--- src/rtl/trigger_csr_file.sv ---
// trigger_csr_file
// Software-side owner of the debug trigger registers (tselect, tdata1,
// tdata2, tinfo). Accepts CSR requests through a two-state IDLE/RESP
// handshake, legalises written fields, drives per-trigger configuration to
// the comparator and turns comparator matches into sticky hit bits and
// registered fire pulses.
//
// Ports:
//   clk, rst        clock, asynchronous active-low reset
//   csr_req/we/addr/wdata   request (accepted while csr_ready=1)
//   csr_ready       block can accept a request this cycle
//   csr_ack/rdata/err       one-cycle response (rdata = pre-write value)
//   debug_mode, priv        hart state
//   match_in        comparator match per trigger
//   tdata2_out, match_mode_out, trig_enable   per-trigger configuration
//   trig_fire, fire_action  registered fire pulse and lowest-index action
module trigger_csr_file #(
  parameter int unsigned num_triggers = 4
) (
  input  logic                             clk,
  input  logic                             rst,
  input  logic                             csr_req,
  output logic                             csr_ready,
  input  logic                             csr_we,
  input  logic [11:0]                      csr_addr,
  input  logic [63:0]                      csr_wdata,
  output logic                             csr_ack,
  output logic [63:0]                      csr_rdata,
  output logic                             csr_err,
  input  logic                             debug_mode,
  input  logic [1:0]                       priv,
  input  logic [num_triggers-1:0]          match_in,
  output logic [num_triggers-1:0][63:0]    tdata2_out,
  output logic [num_triggers-1:0][3:0]     match_mode_out,
  output logic [num_triggers-1:0]          trig_enable,
  output logic [num_triggers-1:0]          trig_fire,
  output logic [3:0]                       fire_action
);

  localparam int unsigned SW = (num_triggers > 1) ? $clog2(num_triggers) : 1;

  typedef enum logic {IDLE, RESP} state_t;

  state_t                          state;
  logic [SW-1:0]                   tselect;
  logic [num_triggers-1:0]         dmode_q, hit_q, m_q, s_q, u_q;
  logic [num_triggers-1:0][3:0]    action_q, match_q;
  logic [num_triggers-1:0][63:0]   tdata2_q;

  logic                            accept;
  logic                            locked;
  logic [63:0]                     sel_tdata1;
  logic [63:0]                     acc_rdata;
  logic                            acc_err;
  logic                            wr_sel, wr_t1, wr_t2;
  logic [num_triggers-1:0]         fire_next;
  logic [3:0]                      next_action;
  logic [3:0]                      legal_match;
  logic [3:0]                      legal_action;

  assign tdata2_out     = tdata2_q;
  assign match_mode_out = match_q;

  assign accept = csr_req && (state == IDLE);
  assign locked = dmode_q[tselect] && !debug_mode;

  assign sel_tdata1 = {4'h6, dmode_q[tselect], 36'b0, hit_q[tselect], 6'b0,
                       action_q[tselect], 1'b0, match_q[tselect], m_q[tselect],
                       2'b0, s_q[tselect], u_q[tselect], 2'b0};

  always_comb begin
    case (csr_wdata[10:7])
      4'd0, 4'd1, 4'd2, 4'd3, 4'd4, 4'd5,
      4'd8, 4'd9, 4'd12, 4'd13: legal_match = csr_wdata[10:7];
      default:                  legal_match = 4'd0;
    endcase
    legal_action = (csr_wdata[15:12] <= 4'd1) ? csr_wdata[15:12] : 4'd0;
  end

  always_comb begin
    trig_enable = '0;
    for (int unsigned i = 0; i < num_triggers; i++) begin
      trig_enable[i] = (m_q[i] && priv == 2'd3) ||
                       (s_q[i] && priv == 2'd1) ||
                       (u_q[i] && priv == 2'd0);
    end
  end

  assign fire_next = match_in & trig_enable & {num_triggers{!debug_mode}};

  // Lowest firing index wins the action slot.
  always_comb begin
    logic found;
    next_action = '0;
    found       = 1'b0;
    for (int unsigned i = 0; i < num_triggers; i++) begin
      if (fire_next[i] && !found) begin
        next_action = action_q[i];
        found       = 1'b1;
      end
    end
  end

  // Address decode; response data is always taken from pre-edge state.
  always_comb begin
    acc_rdata = '0;
    acc_err   = 1'b0;
    wr_sel    = 1'b0;
    wr_t1     = 1'b0;
    wr_t2     = 1'b0;
    case (csr_addr)
      12'h7A0: begin
        acc_rdata = 64'(tselect);
        wr_sel    = csr_we;
      end
      12'h7A1: begin
        acc_rdata = sel_tdata1;
        if (csr_we) begin
          if (locked) acc_err = 1'b1;
          else        wr_t1   = 1'b1;
        end
      end
      12'h7A2: begin
        acc_rdata = tdata2_q[tselect];
        if (csr_we) begin
          if (locked) acc_err = 1'b1;
          else        wr_t2   = 1'b1;
        end
      end
      12'h7A4: acc_rdata = 64'h40;
      default: acc_err   = 1'b1;
    endcase
  end

  always_ff @(posedge clk or negedge rst) begin
    if (!rst) begin
      state       <= IDLE;
      csr_ready   <= 1'b1;
      csr_ack     <= 1'b0;
      csr_rdata   <= '0;
      csr_err     <= 1'b0;
      tselect     <= '0;
      dmode_q     <= '0;
      hit_q       <= '0;
      m_q         <= '0;
      s_q         <= '0;
      u_q         <= '0;
      action_q    <= '0;
      match_q     <= '0;
      tdata2_q    <= '0;
      trig_fire   <= '0;
      fire_action <= '0;
    end else begin
      trig_fire   <= fire_next;
      fire_action <= next_action;

      // A same-edge hardware hit overrides the software-written hit bit.
      for (int unsigned i = 0; i < num_triggers; i++) begin
        if (accept && wr_t1 && tselect == SW'(i)) begin
          dmode_q[i]  <= debug_mode && csr_wdata[59];
          hit_q[i]    <= csr_wdata[22] || fire_next[i];
          action_q[i] <= legal_action;
          match_q[i]  <= legal_match;
          m_q[i]      <= csr_wdata[6];
          s_q[i]      <= csr_wdata[3];
          u_q[i]      <= csr_wdata[2];
        end else if (fire_next[i]) begin
          hit_q[i] <= 1'b1;
        end
      end

      if (accept && wr_t2)
        tdata2_q[tselect] <= csr_wdata;
      if (accept && wr_sel && csr_wdata < 64'(num_triggers))
        tselect <= csr_wdata[SW-1:0];

      case (state)
        IDLE: begin
          if (csr_req) begin
            state     <= RESP;
            csr_ready <= 1'b0;
            csr_ack   <= 1'b1;
            csr_rdata <= acc_rdata;
            csr_err   <= acc_err;
          end
        end
        RESP: begin
          state     <= IDLE;
          csr_ready <= 1'b1;
          csr_ack   <= 1'b0;
          csr_rdata <= '0;
          csr_err   <= 1'b0;
        end
        default: state <= IDLE;
      endcase
    end
  end

endmodule

--- config.mk ---
export PLATFORM = sky130hd
export DESIGN_NAME = trigger_csr_file
export DESIGN_NICKNAME = d
export VERILOG_FILES = /design/src/rtl/trigger_csr_file.sv
export SDC_FILE = /design/constraint.sdc
export NUM_CORES = 1
export LEC_CHECK = 0
export CAP_MARGIN = 10
export CORE_MARGIN = 5
export CORE_UTILIZATION = 30
export CTS_BUF_LIST = sky130_fd_sc_hd__clkbuf_16
export DETAILED_ROUTE_END_ITERATION = 7
export GPL_TIMING_DRIVEN = 0
export PLACE_DENSITY_LB_ADDON = 0.25
export SLEW_MARGIN = 10
export SYNTH_ARGS = -nofsm -noshare
export SYNTH_HDL_FRONTEND = slang
export SYNTH_SLANG_ARGS = --single-unit
--- constraint.sdc ---
create_clock -name clk -period 3.1 [get_ports clk]
set_input_delay 0.465 -clock clk [delete_from_list [all_inputs] [get_ports clk]]
set_output_delay 0.465 -clock clk [all_outputs]
set_load 0.05 [all_outputs]
==> impl_metrics.yaml <==
sta:
  layout_min_cycle_time_ns: 3.06
  finalHoldViolCount: 0
  tightestPinTransition_ns: 1.09
  rsz0062_at_grt: "false"
  holdWs_ns: 0.489
  final.setup_skew_ns: 0.0218
  setup_viol: 0
  slew_violations: 0
  slew_headroom_pct: 27.2
  fin_crit_sh_pct: 98.7
  timing.fmax_mhz: 327
setup_path:
  cp_top_family: "buffers and inverters"
  start_kind: "primary input"
  cp_data_required_time_ns: 2.63
  cpPeakStageDelay_ns: 0.90
  cp_max_fo: 10
  critical_path_buf_inv_count: 3
  cp.arrival_ns: 2.60
  crit_slowest_cell: "clkdlybuf4s50_1"
  crit_type: "in -> out"
  critical_path.cell_chain: "clkdlybuf4s50_1 -> clkbuf_1 -> o21ai_0 -> clkdlybuf4s50_1"
  cpMostUsedCell: "clkdlybuf4s50_1"
  endpoint_kind: "output pin"
finish:
  area_delta_synth_final_pct: 41.3
  layoutNonFillerInstCount: 2358
  drive_gt1_share_pct: 25.5
  final_cell_area_sq_mm: 0.0235
  diodes: 0
  final_nets: 1662
synthesis:
  async_flop_share_pct: 100
  netlist_top_cells_area: "dfrtp_1 (58%), mux2_2 (15%), mux4_2 (10%)"
  synth_most_common_cell: "dfrtp_1"
  synthesis.area_sq_mm: 0.0166
  netlist_instances: 1083
  syn_nets: 1170
  synth_top_area_cell: "dfrtp_1"
  synth_edf_count: 0
  synth_seq_cells: 386
  synth_top_area_share_pct: 57.9
  synth_common_cells: "dfrtp_1 (385), mux2_2 (224), mux4_2 (77)"
  ys.flop_type: "dfrtp_1"
  ys_seq_area_share_pct: 58.0
  ys_warn_count: 0
  synth.distinct_cells: 49
  synth.avg_cell_area_sq_um: 15.4
clock_network:
  cts.sinks: 386
  cts_buffer_depth: 3
  clock_latency_ns: 0.58
  htreeDepth: 2
  clock-root-buffer: "clkbuf_16"
  cts_tree: "done"
  cts_buffers: 46
  path_clk_slew_ns: 0.05
floorplanning:
  core-area_sq_mm: 0.0550
  die_h_um: 246
  boundaryPins: 438
  die_x_um: 246
  dieArea_sq_mm: 0.0603
  initial_core_util_pct: 30.3
  rows: 86
route:
  routed_via_density: 5.01
  drt_iter0_drc: 701
  wl_um: 61000
  dr_total_vias: 11800
  wl_per_cell_um: 25.9
  ant_nets: 0
  drc_errors: 0
  dr.pass1.iters: 5
power:
  p_leak_nw: 10.6
  max-vdd-ir-drop_mv: 0.357
  power_density_mw_per_mm2: 451
  finalPower_mw: 10.6
global_route:
  grt_use_total_pct: 19.9
  grt_overflow: 0
  grt_max_degree: 109
  grt_pass1_vias: 12800
  grt_pass1_wl_um: 90100
  antenna_found_initial: 3
placed_design:
  port_buffers: 436
  placed_cell_area_sq_mm: 0.0221
  dp.final_hpwl_um: 44700
  dp.cells: 2274
  gp_congestion: 0.815
run:
  drv_cap: 0
outcome:
  status: "finished, final reports clean"
hold_path:
  hp-class: "reg -> reg"
-- through the flow --
stage | TNS [ns] | utilization (%) | setup WS [ns]
2_1_floorplan | 0 | - | 0.488
6_report | 0 | 42.8 | 0.0398
5_1_grt | 0 | 42.8 | 0.00687
3_3_place_gp | -6268.86 | 39.9 | -15.95
4_1_cts | 0 | 42.8 | 0.0639
3_5_place_dp | -70.93 | 40.2 | -0.721
-- state kept, by name, summed over array words and instances, names as in the netlist --
name / cells
s_q: 4
tdata2_out: 256
csr_ack: 1
trig_fire: 4
action_q: 16
m_q: 4
tselect: 2
csr_rdata: 64
u_q: 4
csr_err: 1
state: 1
fire_action: 4
hit_q: 4
match_mode_out: 16
csr_ready: 1
dmode_q: 4
-- cell type report --
cell class              instances  area, sq um
plain buffers                  66          323
clock buffers                  47         1180
clock inverters                36          240
fillers                      5079        31500
inverters                      23         86.3
multi-input cells             608         6590
flip-flops and latches        386         9660
well taps                     748          936
repair buffers                444         4500
-- worst reg2reg max path, delay by kind of cell (launching register included) --
| kind | cells | cell delay [ns] |
|---|---|---|
| buffers and inverters | 3 | 1.65 |
| flip-flops | 1 | 0.37 |
| AND/OR/NAND/NOR | 2 | 0.34 |
| multiplexers | 1 | 0.41 |
-- cell usage in the layout (no fill, tap or decap), types with 4 or more instances in the layout --
master and n:
clkbuf_2 5, clkinv_2 7, mux2_1 60, mux4_2 77, o21ai_0 32, mux2_2 224, nand4_1 9, a311oi_1 5
clkbuf_16 47, clkbuf_1 34, mux2i_1 5, dfrtp_1 385, clkinv_1 14, nor2_1 12, and3_1 4, inv_1 31
a22oi_1 16, buf_2 20, a22o_1 48, nor4_1 18, clkdlybuf4s50_1 435, buf_6 8, and2_1 17, nand3_1 4
or3b_2 4, nand2_1 29
-- power breakdown --
| part | internal (mW) | switching (mW) | total, mW |
|---|---|---|---|
| Combinational | 0.143 | 0.278 | 0.421 |
| Clock | 2.98 | 2.16 | 5.14 |
| Sequential | 5.05 | 0.00480 | 5.05 |
| Total | 8.17 | 2.44 | 10.6 |
-- metal layers --
metal / part of all wire, % / vias up / track usage (%)
met3: 8.0 / 96 / 6.26
met1: 42 / 6224 / 26.3
met2: 47 / 402 / 31.8
met5: 0.072 / - / 0
li1: - / 5086 / -
met4: 2.9 / 6 / 5.43
-- cell families after synthesis --
family	count (synthesis)	synth area share, %
compound gates	120	5.35
buf+inv	89	2.42
flops	386	58.0
mux	366	29.9
simple gates	122	4.27
-- final timing paths --
| kind | startpoint | endpoint | slack [ns] | cells past startpoint |
|---|---|---|---|---|
| hold reg to reg | hit_q[1] | hit_q[1] | 0.49 | 1 |
| hold / removal | hit_q[1] | hit_q[1] | 0.49 | 1 |
| setup / recovery | priv[1] | trig_enable[2] | 0.04 | 4 |
| max in group asynchronous | rst | tdata2_out[202] | 1.51 | 3 |
| setup reg to reg | tselect[1] | tdata2_out[85] | 0.20 | 6 |
| min in group asynchronous | rst | tdata2_out[250] | 0.51 | 2 |
-- repair_timing --
action                                  4_1_cts  5_1_grt
gates resized for setup                       3        4
hold buffers                                  1        0
pin swaps                                     0        0
endpoints found under the setup margin       34        5
buffers inserted                              0        0
endpoints found under the hold margin        84        0
Note: power is estimated with default switching activity, not from simulation.
